==> src/rtl/jericalla_pkg.sv <==
// jericalla_pkg
// Shared definitions for the jericalla_evo program sequencer: instruction
// word width, field slice positions, locally handled opcodes and the
// sequencer state enum.
// No ports (package).

package jericalla_pkg;

    localparam int WORD_W = 18;

    // Instruction fields: op | rs1 | rs2 | rd
    localparam int OP_HI  = 17;
    localparam int OP_LO  = 15;
    localparam int RS1_HI = 14;
    localparam int RS1_LO = 10;
    localparam int RS2_HI = 9;
    localparam int RS2_LO = 5;
    localparam int RD_HI  = 4;
    localparam int RD_LO  = 0;

    localparam logic [2:0] OP_BZ   = 3'b110;
    localparam logic [2:0] OP_HALT = 3'b111;

    typedef enum logic [1:0] {
        IDLE  = 2'd0,
        ISSUE = 2'd1,
        HOLD  = 2'd2,
        DONE  = 2'd3
    } seq_state_t;

    function automatic logic [2:0] get_op(input logic [WORD_W-1:0] w);
        return w[OP_HI:OP_LO];
    endfunction

endpackage

==> src/rtl/jericalla_prog_mem.sv <==
// jericalla_prog_mem
// Program store: DEPTH x 18-bit register array, synchronous write,
// combinational read. Contents are deliberately not reset.
// Ports:
//   clk_jericalla  in   clock
//   we             in   write enable (already qualified by the caller)
//   wr_addr        in   write address
//   wr_data        in   word to write
//   rd_addr        in   read address
//   rd_data        out  word at rd_addr

module jericalla_prog_mem
    import jericalla_pkg::*;
#(
    parameter int DEPTH = 16,
    parameter int AW    = $clog2(DEPTH)
) (
    input  logic              clk_jericalla,
    input  logic              we,
    input  logic [AW-1:0]     wr_addr,
    input  logic [WORD_W-1:0] wr_data,
    input  logic [AW-1:0]     rd_addr,
    output logic [WORD_W-1:0] rd_data
);

    logic [WORD_W-1:0] mem [DEPTH];

    always_ff @(posedge clk_jericalla) begin
        if (we) begin
            mem[wr_addr] <= wr_data;
        end
    end

    assign rd_data = mem[rd_addr];

endmodule

==> src/rtl/jericalla_secuenciador.sv <==
// jericalla_secuenciador
// Issues the words of a loadable program memory to the jericalla_evo core,
// holding each forwarded word for ISSUE_CYCLES cycles. HALT (3'b111) is
// handled locally; with JERICALLA_BZ_EN defined, 3'b110 is a local
// branch-on-zero using zf_jericalla, otherwise it is forwarded.
// Configuration macro: JERICALLA_BZ_EN
// Ports:
//   clk_jericalla, rst_jericalla (async, active-high)
//   wr_en/wr_addr/wr_data  program load (ignored while busy)
//   start, abort           run control (abort wins)
//   zf_jericalla           zero flag from the core
//   instruccion            word driven to the core
//   instr_valid            pulse on the first cycle of a new word
//   busy, done, pc         status
//
// state | meaning
// IDLE  | stopped, waiting for start
// ISSUE | decode mem[pc]: forward, halt or branch
// HOLD  | keep forwarded word stable, then advance pc
// DONE  | halted (explicit or end of memory), waiting for start

module jericalla_secuenciador
    import jericalla_pkg::*;
#(
    parameter int DEPTH        = 16,
    parameter int ISSUE_CYCLES = 5,
    parameter int AW           = $clog2(DEPTH)
) (
    input  logic              clk_jericalla,
    input  logic              rst_jericalla,
    input  logic              wr_en,
    input  logic [AW-1:0]     wr_addr,
    input  logic [WORD_W-1:0] wr_data,
    input  logic              start,
    input  logic              abort,
    input  logic              zf_jericalla,
    output logic [WORD_W-1:0] instruccion,
    output logic              instr_valid,
    output logic              busy,
    output logic              done,
    output logic [AW-1:0]     pc
);

    // Hold counter only needs to reach ISSUE_CYCLES-2.
    localparam int CW = (ISSUE_CYCLES > 2) ? $clog2(ISSUE_CYCLES - 1) : 1;

    seq_state_t        state, state_nxt;
    logic [CW-1:0]     hold_cnt;
    logic [WORD_W-1:0] word;
    logic              is_halt, is_bz, bz_taken, at_end, hold_tc;

    jericalla_prog_mem #(.DEPTH(DEPTH), .AW(AW)) u_mem (
        .clk_jericalla (clk_jericalla),
        .we            (wr_en & ~busy),
        .wr_addr       (wr_addr),
        .wr_data       (wr_data),
        .rd_addr       (pc),
        .rd_data       (word)
    );

    assign is_halt = (get_op(word) == OP_HALT);
    assign at_end  = (pc == AW'(DEPTH - 1));
    assign hold_tc = (hold_cnt == '0);

`ifdef JERICALLA_BZ_EN
    assign is_bz    = (get_op(word) == OP_BZ);
    assign bz_taken = zf_jericalla;
`else
    logic unused_zf;
    assign unused_zf = zf_jericalla;
    assign is_bz     = 1'b0;
    assign bz_taken  = 1'b0;
`endif

    always_ff @(posedge clk_jericalla or posedge rst_jericalla) begin
        if (rst_jericalla) begin
            state <= IDLE;
        end else begin
            state <= state_nxt;
        end
    end

    always_comb begin
        state_nxt = state;
        if (abort) begin
            state_nxt = IDLE;
        end else begin
            unique case (state)
                IDLE, DONE: if (start) state_nxt = ISSUE;
                ISSUE: begin
                    if (is_halt) begin
                        state_nxt = DONE;
                    end else if (is_bz) begin
                        // untaken branch off the last word is an implicit halt
                        state_nxt = (!bz_taken && at_end) ? DONE : ISSUE;
                    end else begin
                        state_nxt = HOLD;
                    end
                end
                HOLD: if (hold_tc) state_nxt = at_end ? DONE : ISSUE;
                default: state_nxt = IDLE;
            endcase
        end
    end

    always_comb begin
        busy = (state == ISSUE) || (state == HOLD);
        done = (state == DONE);
    end

    always_ff @(posedge clk_jericalla or posedge rst_jericalla) begin
        if (rst_jericalla) begin
            instruccion <= '0;
            instr_valid <= 1'b0;
            pc          <= '0;
            hold_cnt    <= '0;
        end else begin
            instr_valid <= 1'b0;
            if (abort) begin
                instruccion <= '0;
            end else begin
                unique case (state)
                    IDLE, DONE: if (start) pc <= '0;
                    ISSUE: begin
                        if (is_bz) begin
                            if (bz_taken) begin
                                pc <= word[AW-1:0];
                            end else if (!at_end) begin
                                pc <= pc + AW'(1);
                            end
                        end else if (!is_halt) begin
                            instruccion <= word;
                            instr_valid <= 1'b1;
                            hold_cnt    <= CW'(ISSUE_CYCLES - 2);
                        end
                    end
                    HOLD: begin
                        if (hold_tc) begin
                            if (!at_end) pc <= pc + AW'(1);
                        end else begin
                            hold_cnt <= hold_cnt - CW'(1);
                        end
                    end
                    default: ;
                endcase
            end
        end
    end

endmodule
==> config.mk <==
export PLATFORM = sky130hd
export DESIGN_NAME = jericalla_secuenciador
export DESIGN_NICKNAME = d
export VERILOG_FILES = /design/src/rtl/jericalla_pkg.sv /design/src/rtl/jericalla_prog_mem.sv /design/src/rtl/jericalla_secuenciador.sv
export SDC_FILE = /design/constraint.sdc
export NUM_CORES = 1
export LEC_CHECK = 0
export ABC_AREA = 1
export BUFFER_PORTS_ARGS = -buffer_cell sky130_fd_sc_hd__buf_2
export CORE_MARGIN = 5
export CORE_UTILIZATION = 50
export CTS_BUF_LIST = sky130_fd_sc_hd__clkbuf_8
export CTS_CLUSTER_DIAMETER = 100
export DETAILED_ROUTE_END_ITERATION = 10
export GPL_TIMING_DRIVEN = 0
export PLACE_DENSITY_LB_ADDON = 0.12
export RECOVER_POWER = 100
export SLEW_MARGIN = 40
export SYNTH_ARGS = -nofsm -noshare
export SYNTH_HDL_FRONTEND = slang
export SYNTH_SLANG_ARGS = --single-unit
==> constraint.sdc <==
create_clock -name clk_jericalla -period 2.3 [get_ports clk_jericalla]
set_input_delay 0 -clock clk_jericalla [delete_from_list [all_inputs] [get_ports clk_jericalla]]
set_output_delay 0 -clock clk_jericalla [all_outputs]
set_load 0.03 [all_outputs]
==> results of run 1 <==
worst max-delay path by stage:
stage / start / depth (start not counted) / endpoint / slack, ns
floorplan: state[0] / 6 / u_mem.mem[4][0] / 0.14
global placement: state[0] / 6 / u_mem.mem[12][5] / -0.76
detailed placement: pc[1] / 11 / instruccion[8] / -0.15
CTS: pc[0] / 11 / instruccion[14] / 0.004
global route: pc[0] / 13 / instruccion[8] / 0.0003
finish: state[0] / 7 / u_mem.mem[12][2] / 0.10
metrics by stage:
step | hold slack, ns | utilization, % | total power [mW] | TNS (ns)
6_report | 0.0608 | 58.4 | 12.7 | 0
3_5_place_dp | 0.102 | 54.8 | 8.51 | -0.730
2_1_floorplan | 0.0527 | - | 7.80 | 0
5_1_grt | 0.0582 | 58.4 | 13.3 | 0
3_3_place_gp | 0.228 | 53.0 | 8.42 | -181.13
4_1_cts | 0.0367 | 59.3 | 12.8 | 0
power by group:
part	switching (mW)	internal, mW	total (mW)	leakage (nW)
combinational	1.31	0.517	1.83	2.31
clock	2.10	2.21	4.31	0.545
sequential	0.0831	6.47	6.55	2.96
total	3.49	9.20	12.7	5.81
routing by layer:
layer / up-vias / share of wire, % / routed length, um
li1: 4190 / - / -
met1: 4219 / 42 / 14100
met2: 286 / 48 / 16200
met3: 65 / 6.6 / 2230
met4: 0 / 3.1 / 1030
met5: - / 0 / 0
placed cells by master, fill, tap and decap left out, types with 6 or more instances in the layout:
| cell type | instances |
|---|---|
| sky130_fd_sc_hd__clkbuf_2 | 8 |
| sky130_fd_sc_hd__dlygate4sd3_1 | 21 |
| sky130_fd_sc_hd__clkbuf_8 | 56 |
| sky130_fd_sc_hd__clkbuf_4 | 10 |
| sky130_fd_sc_hd__nand3_1 | 137 |
| sky130_fd_sc_hd__a21boi_0 | 15 |
| sky130_fd_sc_hd__buf_4 | 8 |
| sky130_fd_sc_hd__nand4_1 | 20 |
| sky130_fd_sc_hd__o211ai_1 | 17 |
| sky130_fd_sc_hd__dfrtp_1 | 27 |
| sky130_fd_sc_hd__clkinv_1 | 8 |
| sky130_fd_sc_hd__buf_2 | 26 |
| sky130_fd_sc_hd__buf_6 | 9 |
| sky130_fd_sc_hd__nor2_4 | 10 |
| sky130_fd_sc_hd__nand3_2 | 7 |
| sky130_fd_sc_hd__clkbuf_1 | 54 |
| sky130_fd_sc_hd__edfxtp_1 | 288 |
| sky130_fd_sc_hd__inv_1 | 49 |
| sky130_fd_sc_hd__nor2_2 | 6 |
| sky130_fd_sc_hd__o21ai_0 | 6 |
| sky130_fd_sc_hd__buf_1 | 6 |
| sky130_fd_sc_hd__nand2_1 | 461 |
| sky130_fd_sc_hd__nor2_1 | 25 |
logic make-up after synthesis:
logic type | after synthesis | synth area share (%)
and+or+nand+nor | 675 | 22.1
DFF | 315 | 71.5
buffers and inverters | 92 | 3.44
AOI/OAI and AO/OA | 47 | 2.53
adders and majority gates | 5 | 0.480
worst reg2reg max path: stages (launching register included):
cell                      delay (ns)
sky130_fd_sc_hd__dfrtp_1        0.40
sky130_fd_sc_hd__inv_1          0.06
sky130_fd_sc_hd__ha_1           0.32
sky130_fd_sc_hd__nand2_1        0.13
sky130_fd_sc_hd__inv_1          0.11
sky130_fd_sc_hd__nand3_1        0.31
sky130_fd_sc_hd__nor2_4         0.37
sky130_fd_sc_hd__buf_16         0.20
cell type report:
type | instances | area [um^2] | area share, %
Buffer | 62 | 382 | 2.52
Clock buffer | 56 | 771 | 5.09
Clock inverter | 33 | 134 | 0.885
Inverter | 30 | 118 | 0.777
Multi-Input combinational cell | 727 | 3340 | 22.0
Sequential cell | 315 | 9320 | 61.6
Tap cell | 335 | 419 | 2.77
Timing Repair Buffer | 88 | 653 | 4.32
state kept, by name, summed over array words and instances (netlist names):
signal       count
u_mem.mem      288
instruccion     18
instr_valid      1
pc               4
state            2
hold_cnt         2
synth_stat cells (7+ instances only):
library cell                 n  share of area (%)
sky130_fd_sc_hd__dfrtp_1    27                5.2
sky130_fd_sc_hd__buf_2      24               0.92
sky130_fd_sc_hd__inv_1      26               0.75
sky130_fd_sc_hd__nand4_1    20               0.96
sky130_fd_sc_hd__buf_1      11               0.32
sky130_fd_sc_hd__o211ai_1   17               0.98
sky130_fd_sc_hd__clkbuf_1   16               0.46
sky130_fd_sc_hd__nand3_1   134                5.1
sky130_fd_sc_hd__edfxtp_1  288                 66
sky130_fd_sc_hd__nand3_2    10               0.77
sky130_fd_sc_hd__nor2_1     38                1.1
sky130_fd_sc_hd__nand2_1   461                 13
sky130_fd_sc_hd__buf_4       7               0.40
sky130_fd_sc_hd__a21boi_0   15               0.86
repair_timing:
item | in CTS | in global routing
hold buffers | 21 | 0
endpoints found under the setup margin | 30 | 25
buffers inserted | 1 | 1
pin swaps | 1 | 1
resized for setup | 10 | 20
endpoints found under the hold margin | 330 | 0
==> results.md, run 1 <==
• 11.5 um^2 — Avg Synthesized Cell Area
• 455 MHz — Max Fclk
• 28 — pin count of the biggest net entering global routing
• 0.10 ns — internal reg-to-reg setup slack
• wr_addr[2] — startpoint of the tightest hold check path
• u_mem.mem[12][2] — worst flop-to-flop path endpoint
• 0.06 ns — clock-pin slew reported for the worst setup and hold paths after clock tree synthesis
• 2.57 ns — CP Data Required Time
• input pin to flop — class of the tightest hold or removal check
• 5.81 nW — Leak
• sky130_fd_sc_hd__dfrtp_1 — highest-delay cell along the critical path
• 2.47 ns — data arrival time at the worst-slack endpoint
• u_mem.mem[6][16] — endpoint of the worst hold-timing path
• 1.17 ns — actual slew at the worst max-slew pin
• 51 — Port Buffer Count
• 0 — number of synthesis warnings
• 1,308 — nets
• 0.40 ns — delay of the slowest critical-path stage
• 172 um — height of the die
• 71.5% — part of the Yosys area used for sequential elements
• 95.5% — portion of the clock cycle consumed by the worst path in the final layout
• simple AND/OR/NAND/NOR gates — top cell family by delay on the critical path
• 5 — total iterations of the first detailed-routing run
• 895 — initial detailed-routing violation count
• 0 — antenna violations before repair
• 0 — total overflow reported by the global router
• met2 — layer with the highest usage after global routing
• 0.0294 mm^2 — full die area
• 3 — number of cells on the worst hold path
• 0 — Final setup viols
• 0 — Ant. Diodes
• built — CTS tree
• 23.3% — overall global routing resource usage
• 0.000630 V — Peak supply drop
• 1,534 — dpl cells
• 0.0130 mm^2 — summed instance area of the synthesized netlist
• sky130_fd_sc_hd__clkbuf_8 — root buffer cell
• 2.20 ns — clock period minus final worst setup slack
• 1,646 — number of standard cells in the layout, taps in and fillers out
• 8,760 — vias post-DR
• sky130_fd_sc_hd__edfxtp_1 — flip-flop cell with the highest count after synthesis
• 50.4% — Initial Utilization
• 5.32 — Vias per Instance
• 8.57% — share of flip-flops with an asynchronous set or reset
• 0 — final max-slew violation count
• 7 — Register-to-Register Path Depth
• 2 — H-tree level count
• 0.814 — GP Congestion
• 0.0259 mm^2 — area of the core
• 0.0151 mm^2 — area of all placed cells without fillers
• 22,200 um — DPL Wire Length
• flop — CP Capture Type
• 3 — worst path buffer plus inverter count
• 50,600 um — global-route wire length before repair
• 20.4 um — Routed wire per std cell
• 0 — Hold Violations, Final
• -0.153 ns — minimum setup slack after placement
• 16.0% — area growth from synthesis to layout
• 0 — post-detailed-route DRC marker count
• 172 um — width of the die
• sky130_fd_sc_hd__inv_1 — most frequent CP cell
• 59 — standard-cell rows
• 838 mW/mm^2 — Power Dens Cells
• 3 — clock buffer depth
• 0.0195 ns — post-route clock skew
• 35 — distinct cell type count after synthesis
• 1,167 — Synth Net Count
• 38.0% — fraction of met2 tracks used by global routing
• 1,134 — Post-Synthesis Cells
• 53 — number of I/O pins
• 0 — Max-Cap Viols
• 22.2% — Slew Limit Headroom
• 8,579 — via count of the first global-routing pass
• 315 — clock net sink count
• completed — result of the run
• 2,167 — fill cell total of the finished layout
• 288 — number of enable flip-flop cells after synthesis
• 15 — crit-path max FO
• 0.0142 mm^2 — cell area after placement
• 3.75% — grt met3 use
• 32.2% — met1 GRT Util
• inv_1 > ha_1 > nand2_1 > inv_1 > nand3_1 > nor2_4 > buf_16 — crit path cell chain
• 0.104 ns — Final WS setup
• 51 — total CTS buffers
• 315 — flip-flop and latch count after synthesis
• 0.57 ns — Clk Latency, worst-skew pair
• 0 — count of nets left with antenna violations after detail routing
• false — RSZ-0062 raised after global routing
• flop to flop — Worst Path Class, Setup
• flop — critical path launch point type
• state[0] — launch instance of the worst register-to-register path
• 12.4% — share of layout cells above drive strength 1
• 33,500 um — Detailed Route WL
Power figures use the tool's default switching activity.
==> run 2: changes to the inputs <==
- CORE_UTILIZATION: 50 -> 60
==> results.md, run 2 (synthesis results as in run 1) <==
• completed — result of the run
• 0.0982 ns — Final WS setup
• 7 — Register-to-Register Path Depth
• 8,944 — vias post-DR
• sky130_fd_sc_hd__nand2_1 — leading cell type in the layout, fill and taps excluded
• 21,900 um — DPL Wire Length
• 33,000 um — Detailed Route WL
• 13.1% — share of layout cells above drive strength 1
• 0.40 ns — delay of the slowest critical-path stage
• 54 — standard-cell rows
• flop — CP Capture Type
• 0 — total overflow reported by the global router
• 20.7 um — Routed wire per std cell
• 50,100 um — global-route wire length before repair
• 460 x sky130_fd_sc_hd__nand2_1, 288 x sky130_fd_sc_hd__edfxtp_1, 136 x sky130_fd_sc_hd__nand3_1, 54 x sky130_fd_sc_hd__clkbuf_1, 51 x sky130_fd_sc_hd__clkbuf_8 — commonest non-fill, non-tap cells in the layout
• u_mem.mem x288, instruccion x18, pc x4 — Regs by FF count
• 50 — total CTS buffers
• 157 um — width of the die
• 18 — crit-path max FO
• 3 — clock buffer depth
• 2 — H-tree level count
• 0 — count of nets left with antenna violations after detail routing
• flop — critical path launch point type
• 0 ns — setup TNS after final layout
• 51 — Port Buffer Count
• 454 MHz — Max Fclk
• false — RSZ-0062 raised after global routing
• u_mem.mem — register with the highest flop count
• 0 — final max-slew violation count
• 157 um — height of the die
• 2.20 ns — clock period minus final worst setup slack
• 0 — post-detailed-route DRC marker count
• 0 — Ant. Diodes
• 0 — antenna violations before repair
• 0.0151 mm^2 — area of all placed cells without fillers
• 3 — number of cells on the worst hold path
• 5 — total iterations of the first detailed-routing run
• 69.9% — Finished Core Util
• 27.3% — overall global routing resource usage
• 0 — Hold Violations, Final
• 53 — number of I/O pins
• 315 — clock net sink count
• 2.53 ns — CP Data Required Time
• 0.0248 mm^2 — full die area
• 0.06 ns — clock-pin slew reported for the worst setup and hold paths after clock tree synthesis
• 856 mW/mm^2 — Power Dens Cells
• 288 — number of flip-flops under the largest register name
• 15.8% — area growth from synthesis to layout
• 1,592 — number of standard cells in the layout, taps in and fillers out
• -0.105 ns — minimum setup slack after placement
• 0.58 ns — Clk Latency, worst-skew pair
• 1,308 — nets
• 5.62 — Vias per Instance
• 0.0165 ns — post-route clock skew
• 0.0216 mm^2 — area of the core
• 0 — Final setup viols
• sky130_fd_sc_hd__dfrtp_1 — highest-delay cell along the critical path
• input pin to flop — class of the tightest hold or removal check
• 95.7% — portion of the clock cycle consumed by the worst path in the final layout
• 0.886 — GP Congestion
• 12.9 mW — total power of the final layout
• 1.04 ns — actual slew at the worst max-slew pin
• 0.0141 mm^2 — cell area after placement
• 8,732 — via count of the first global-routing pass
• 911 — initial detailed-routing violation count
• 30.7% — Slew Limit Headroom
• sky130_fd_sc_hd__clkbuf_8 — root buffer cell
• 0.000530 V — Peak supply drop
• 1,479 — dpl cells
• 28 — pin count of the biggest net entering global routing
• flop to flop — Worst Path Class, Setup
• 0.0807 ns — final hold slack
• built — CTS tree
• 60.3% — Initial Utilization
• sky130_fd_sc_hd__inv_1 — most frequent CP cell
• inv_1 > ha_1 > nand2_1 > inv_1 > nand3b_1 > nor2_1 > clkbuf_4 — crit path cell chain
• 5.79 nW — Leak
• 2.44 ns — data arrival time at the worst-slack endpoint
• 0 — Max-Cap Viols
run 2: changes by cell type in the layout (fill, tap and decap cells not counted), moves of 4 or more:
cell / previous run / this run
sky130_fd_sc_hd__clkbuf_8: 56 / 51
sky130_fd_sc_hd__clkinv_1: 8 / 16
sky130_fd_sc_hd__clkbuf_4: 10 / 14
sky130_fd_sc_hd__inv_1: 49 / 37
sky130_fd_sc_hd__clkinv_2: 1 / 7
run 2: metal layers:
metal	wire, um	vias to the layer above	track usage, %
met4	1370	2	11.9
li1	-	4202	-
met3	2790	79	4.18
met5	75	-	2.38
met2	15600	411	43.6
met1	13200	4250	37.6
run 2: final timing paths:
kind	endpoint	slack, ns	startpoint
setup / recovery	u_mem.mem[6][8]	0.1	state[0]
hold / removal	u_mem.mem[11][15]	0.08	wr_addr[1]
setup reg to reg	u_mem.mem[6][8]	0.1	state[0]
hold reg to reg	hold_cnt[1]	0.49	hold_cnt[1]
max in group asynchronous	pc[2]	1.44	rst_jericalla
min in group asynchronous	instruccion[15]	0.23	rst_jericalla
run 2: final cells by class:
cell class	instances	area (um^2)
plain buffers	61	372
clock buffers	51	702
clock inverters	38	238
fillers	1608	6520
inverters	30	118
multi-input cells	727	3360
flip-flops and latches	315	9320
well taps	280	350
repair buffers	90	642
run 2: what timing repair did:
item                                    4_1_cts  5_1_grt
endpoints found under the hold margin       326        0
hold buffers                                 21        0
buffers inserted                              2        2
pin swaps                                     3        3
endpoints found under the setup margin       47       37
resized for setup                             9       23
gates cloned                                  0        0
run 2: where the power goes:
group	switching, mW	internal, mW	total, mW
sequential	0.0920	6.46	6.56
clock	2.14	2.40	4.54
combinational	1.32	0.512	1.83
total	3.56	9.37	12.9
run 2: worst max-delay path: cells and delay by family, from the launching register on:
family                   cells  cell delay (ns)
flip-flops                   1             0.40
adder cells (fa/ha/maj)      1             0.32
AND/OR/NAND/NOR              3             0.62
buffers and inverters        3             0.52
==> run 3: changes to the inputs <==
- REMOVE_ABC_BUFFERS: default -> 1
==> results.md, run 3 (synthesis results as in run 1) <==
• 421 MHz — Max Fclk
• 2.37 ns — clock period minus final worst setup slack
• 24.0 um — Routed wire per std cell
• complete, but fails checks — result of the run
• 8,948 — via count of the first global-routing pass
• 7 — total iterations of the first detailed-routing run
• 0 — count of nets left with antenna violations after detail routing
• 6.00 — Vias per Instance
• setup timing — failing checks
• 4.25% — Slew Limit Headroom
• 0.0216 mm^2 — area of the core
• 49 — total CTS buffers
• 16.8% — share of layout cells above drive strength 1
• 29.3% — overall global routing resource usage
• 2.78 ns — CP Data Required Time
• 18,100 um — DPL Wire Length
• 54 — standard-cell rows
• flop to flop — Worst Path Class, Setup
• 0.815 — GP Congestion
• sky130_fd_sc_hd__clkbuf_8 — root buffer cell
• 11 — crit-path max FO
• 15 — Register-to-Register Path Depth
• 288 — number of flip-flops under the largest register name
• -1.37 ns — setup TNS after final layout
• 9,632 — vias post-DR
• 54 — Final setup viols
• 0 — Ant. Diodes
• 1,318 — nets
• 48 — pin count of the biggest net entering global routing
• flop — CP Capture Type
• pc[0] — launch instance of the worst register-to-register path
• 0.07 ns — clock-pin slew reported for the worst setup and hold paths after clock tree synthesis
• 315 — clock net sink count
• 38,500 um — Detailed Route WL
• 53 — number of I/O pins
• u_mem.mem — register with the highest flop count
• 103% — portion of the clock cycle consumed by the worst path in the final layout
• u_mem.mem x288, instruccion x18, pc x4 — Regs by FF count
• 0.0373 ns — post-route clock skew
• 0.58 ns — Clk Latency, worst-skew pair
• 0 — Hold Violations, Final
• 157 um — height of the die
• 0 — post-detailed-route DRC marker count
• 0.0140 mm^2 — cell area after placement
• 1.43 ns — actual slew at the worst max-slew pin
• 0.0248 mm^2 — full die area
• 2.85 ns — data arrival time at the worst-slack endpoint
• 60.3% — Initial Utilization
• 0 — antenna violations before repair
• 0 — Max-Cap Viols
• 74.5% — Finished Core Util
• 23.5% — area growth from synthesis to layout
• 459 x sky130_fd_sc_hd__nand2_1, 288 x sky130_fd_sc_hd__edfxtp_1, 128 x sky130_fd_sc_hd__nand3_1, 57 x sky130_fd_sc_hd__clkbuf_8, 48 x sky130_fd_sc_hd__inv_1 — commonest non-fill, non-tap cells in the layout
• -1.13 ns — minimum setup slack after placement
• 6.20 nW — Leak
• built — CTS tree
• -0.07 ns — internal reg-to-reg setup slack
• instruccion[14] — worst flop-to-flop path endpoint
• 1,278 — initial detailed-routing violation count
• -0.0731 ns — Final WS setup
• 53,000 um — global-route wire length before repair
• 2 — H-tree level count
• instruccion[14] — endpoint of the worst setup timing path
• 51 — Port Buffer Count
• sky130_fd_sc_hd__nand2_1 — leading cell type in the layout, fill and taps excluded
• 0.189 ns — final hold slack
• flop — critical path launch point type
• 817 mW/mm^2 — Power Dens Cells
• 0 — total overflow reported by the global router
• 0 — final max-slew violation count
• 0.000470 V — Peak supply drop
• 3 — clock buffer depth
• 0.0161 mm^2 — area of all placed cells without fillers
• input pin to flop — class of the tightest hold or removal check
• pc[0] — Setup crit start
• 157 um — width of the die
==> run 3: cell types whose count changed in the layout (fill, tap and decap cells not counted), moves of 10 or more <==
cell | before | now
sky130_fd_sc_hd__clkinv_1 | 16 | 6
sky130_fd_sc_hd__clkbuf_4 | 14 | 0
sky130_fd_sc_hd__buf_4 | 7 | 35
sky130_fd_sc_hd__inv_1 | 37 | 48
sky130_fd_sc_hd__buf_12 | 2 | 18
sky130_fd_sc_hd__clkbuf_1 | 54 | 38
sky130_fd_sc_hd__buf_2 | 28 | 13
sky130_fd_sc_hd__buf_16 | 4 | 15
==> run 3: how the worst min path moves through the flow <==
stage / endpoint / slack, ns / from / cells past startpoint
floorplan: hold_cnt[0] / 0.05 / rst_jericalla / 1
global placement: instr_valid / 0.23 / abort / 2
detailed placement: instruccion[3] / 0.17 / rst_jericalla / 2
CTS: instruccion[3] / 0.12 / rst_jericalla / 3
global route: instr_valid / 0.20 / abort / 3
finish: instr_valid / 0.19 / abort / 3
==> run 3: cell type report <==
type | instances | area, um^2
clock buffers | 57 | 785
clock inverters | 34 | 135
fillers | 1373 | 5510
inverters | 30 | 186
multi-input cells | 731 | 3540
flip-flops and latches | 315 | 9340
well taps | 280 | 350
repair buffers | 155 | 1760
repair inverters | 3 | 26.3
==> run 3: power breakdown <==
part | total [mW] | internal [mW] | switching (mW)
Clock | 4.37 | 2.25 | 2.12
Sequential | 6.58 | 6.46 | 0.114
Combinational | 2.22 | 0.714 | 1.51
Total | 13.2 | 9.43 | 3.74
==> run 3: repair_timing <==
item | 4_1_cts | 5_1_grt
endpoints found under the hold margin | 321 | 0
buffers inserted | 24 | 31
gates cloned | 9 | 4
hold buffers | 21 | 0
pin swaps | 11 | 15
gates resized for setup | 13 | 29
setup endpoints to repair | 130 | 226
==> run 3: layer usage <==
metal	vias up	GRT usage (%)	routed length (um)
met5	-	0	0
met4	0	16.0	2270
met3	153	6.85	4480
met2	663	45.2	17400
met1	4588	38.9	14300
li1	4228	-	-
==> run 3: through the flow <==
step                      cells  power (mW)
after global routing       1605        13.6
final                      1605        13.2
after global placement     1403        8.30
after detailed placement   1426        8.38
after floorplan            1072        7.74
after CTS                  1571        12.9
==> run 3: worst max-delay path: stages (launching register included) <==
cell and delay, ns:
sky130_fd_sc_hd__dfrtp_4 0.51, sky130_fd_sc_hd__buf_12 0.15, sky130_fd_sc_hd__buf_16 0.14, sky130_fd_sc_hd__clkinv_16 0.07, sky130_fd_sc_hd__buf_8 0.15, sky130_fd_sc_hd__nand2_1 0.09, sky130_fd_sc_hd__nand2_1 0.08, sky130_fd_sc_hd__nand2_1 0.08
sky130_fd_sc_hd__nand3_1 0.10, sky130_fd_sc_hd__nand2_1 0.12, sky130_fd_sc_hd__nand2_4 0.13, sky130_fd_sc_hd__nand3_4 0.13, sky130_fd_sc_hd__buf_12 0.19, sky130_fd_sc_hd__nand2_8 0.12, sky130_fd_sc_hd__nand3_1 0.08, sky130_fd_sc_hd__nand2_1 0.10
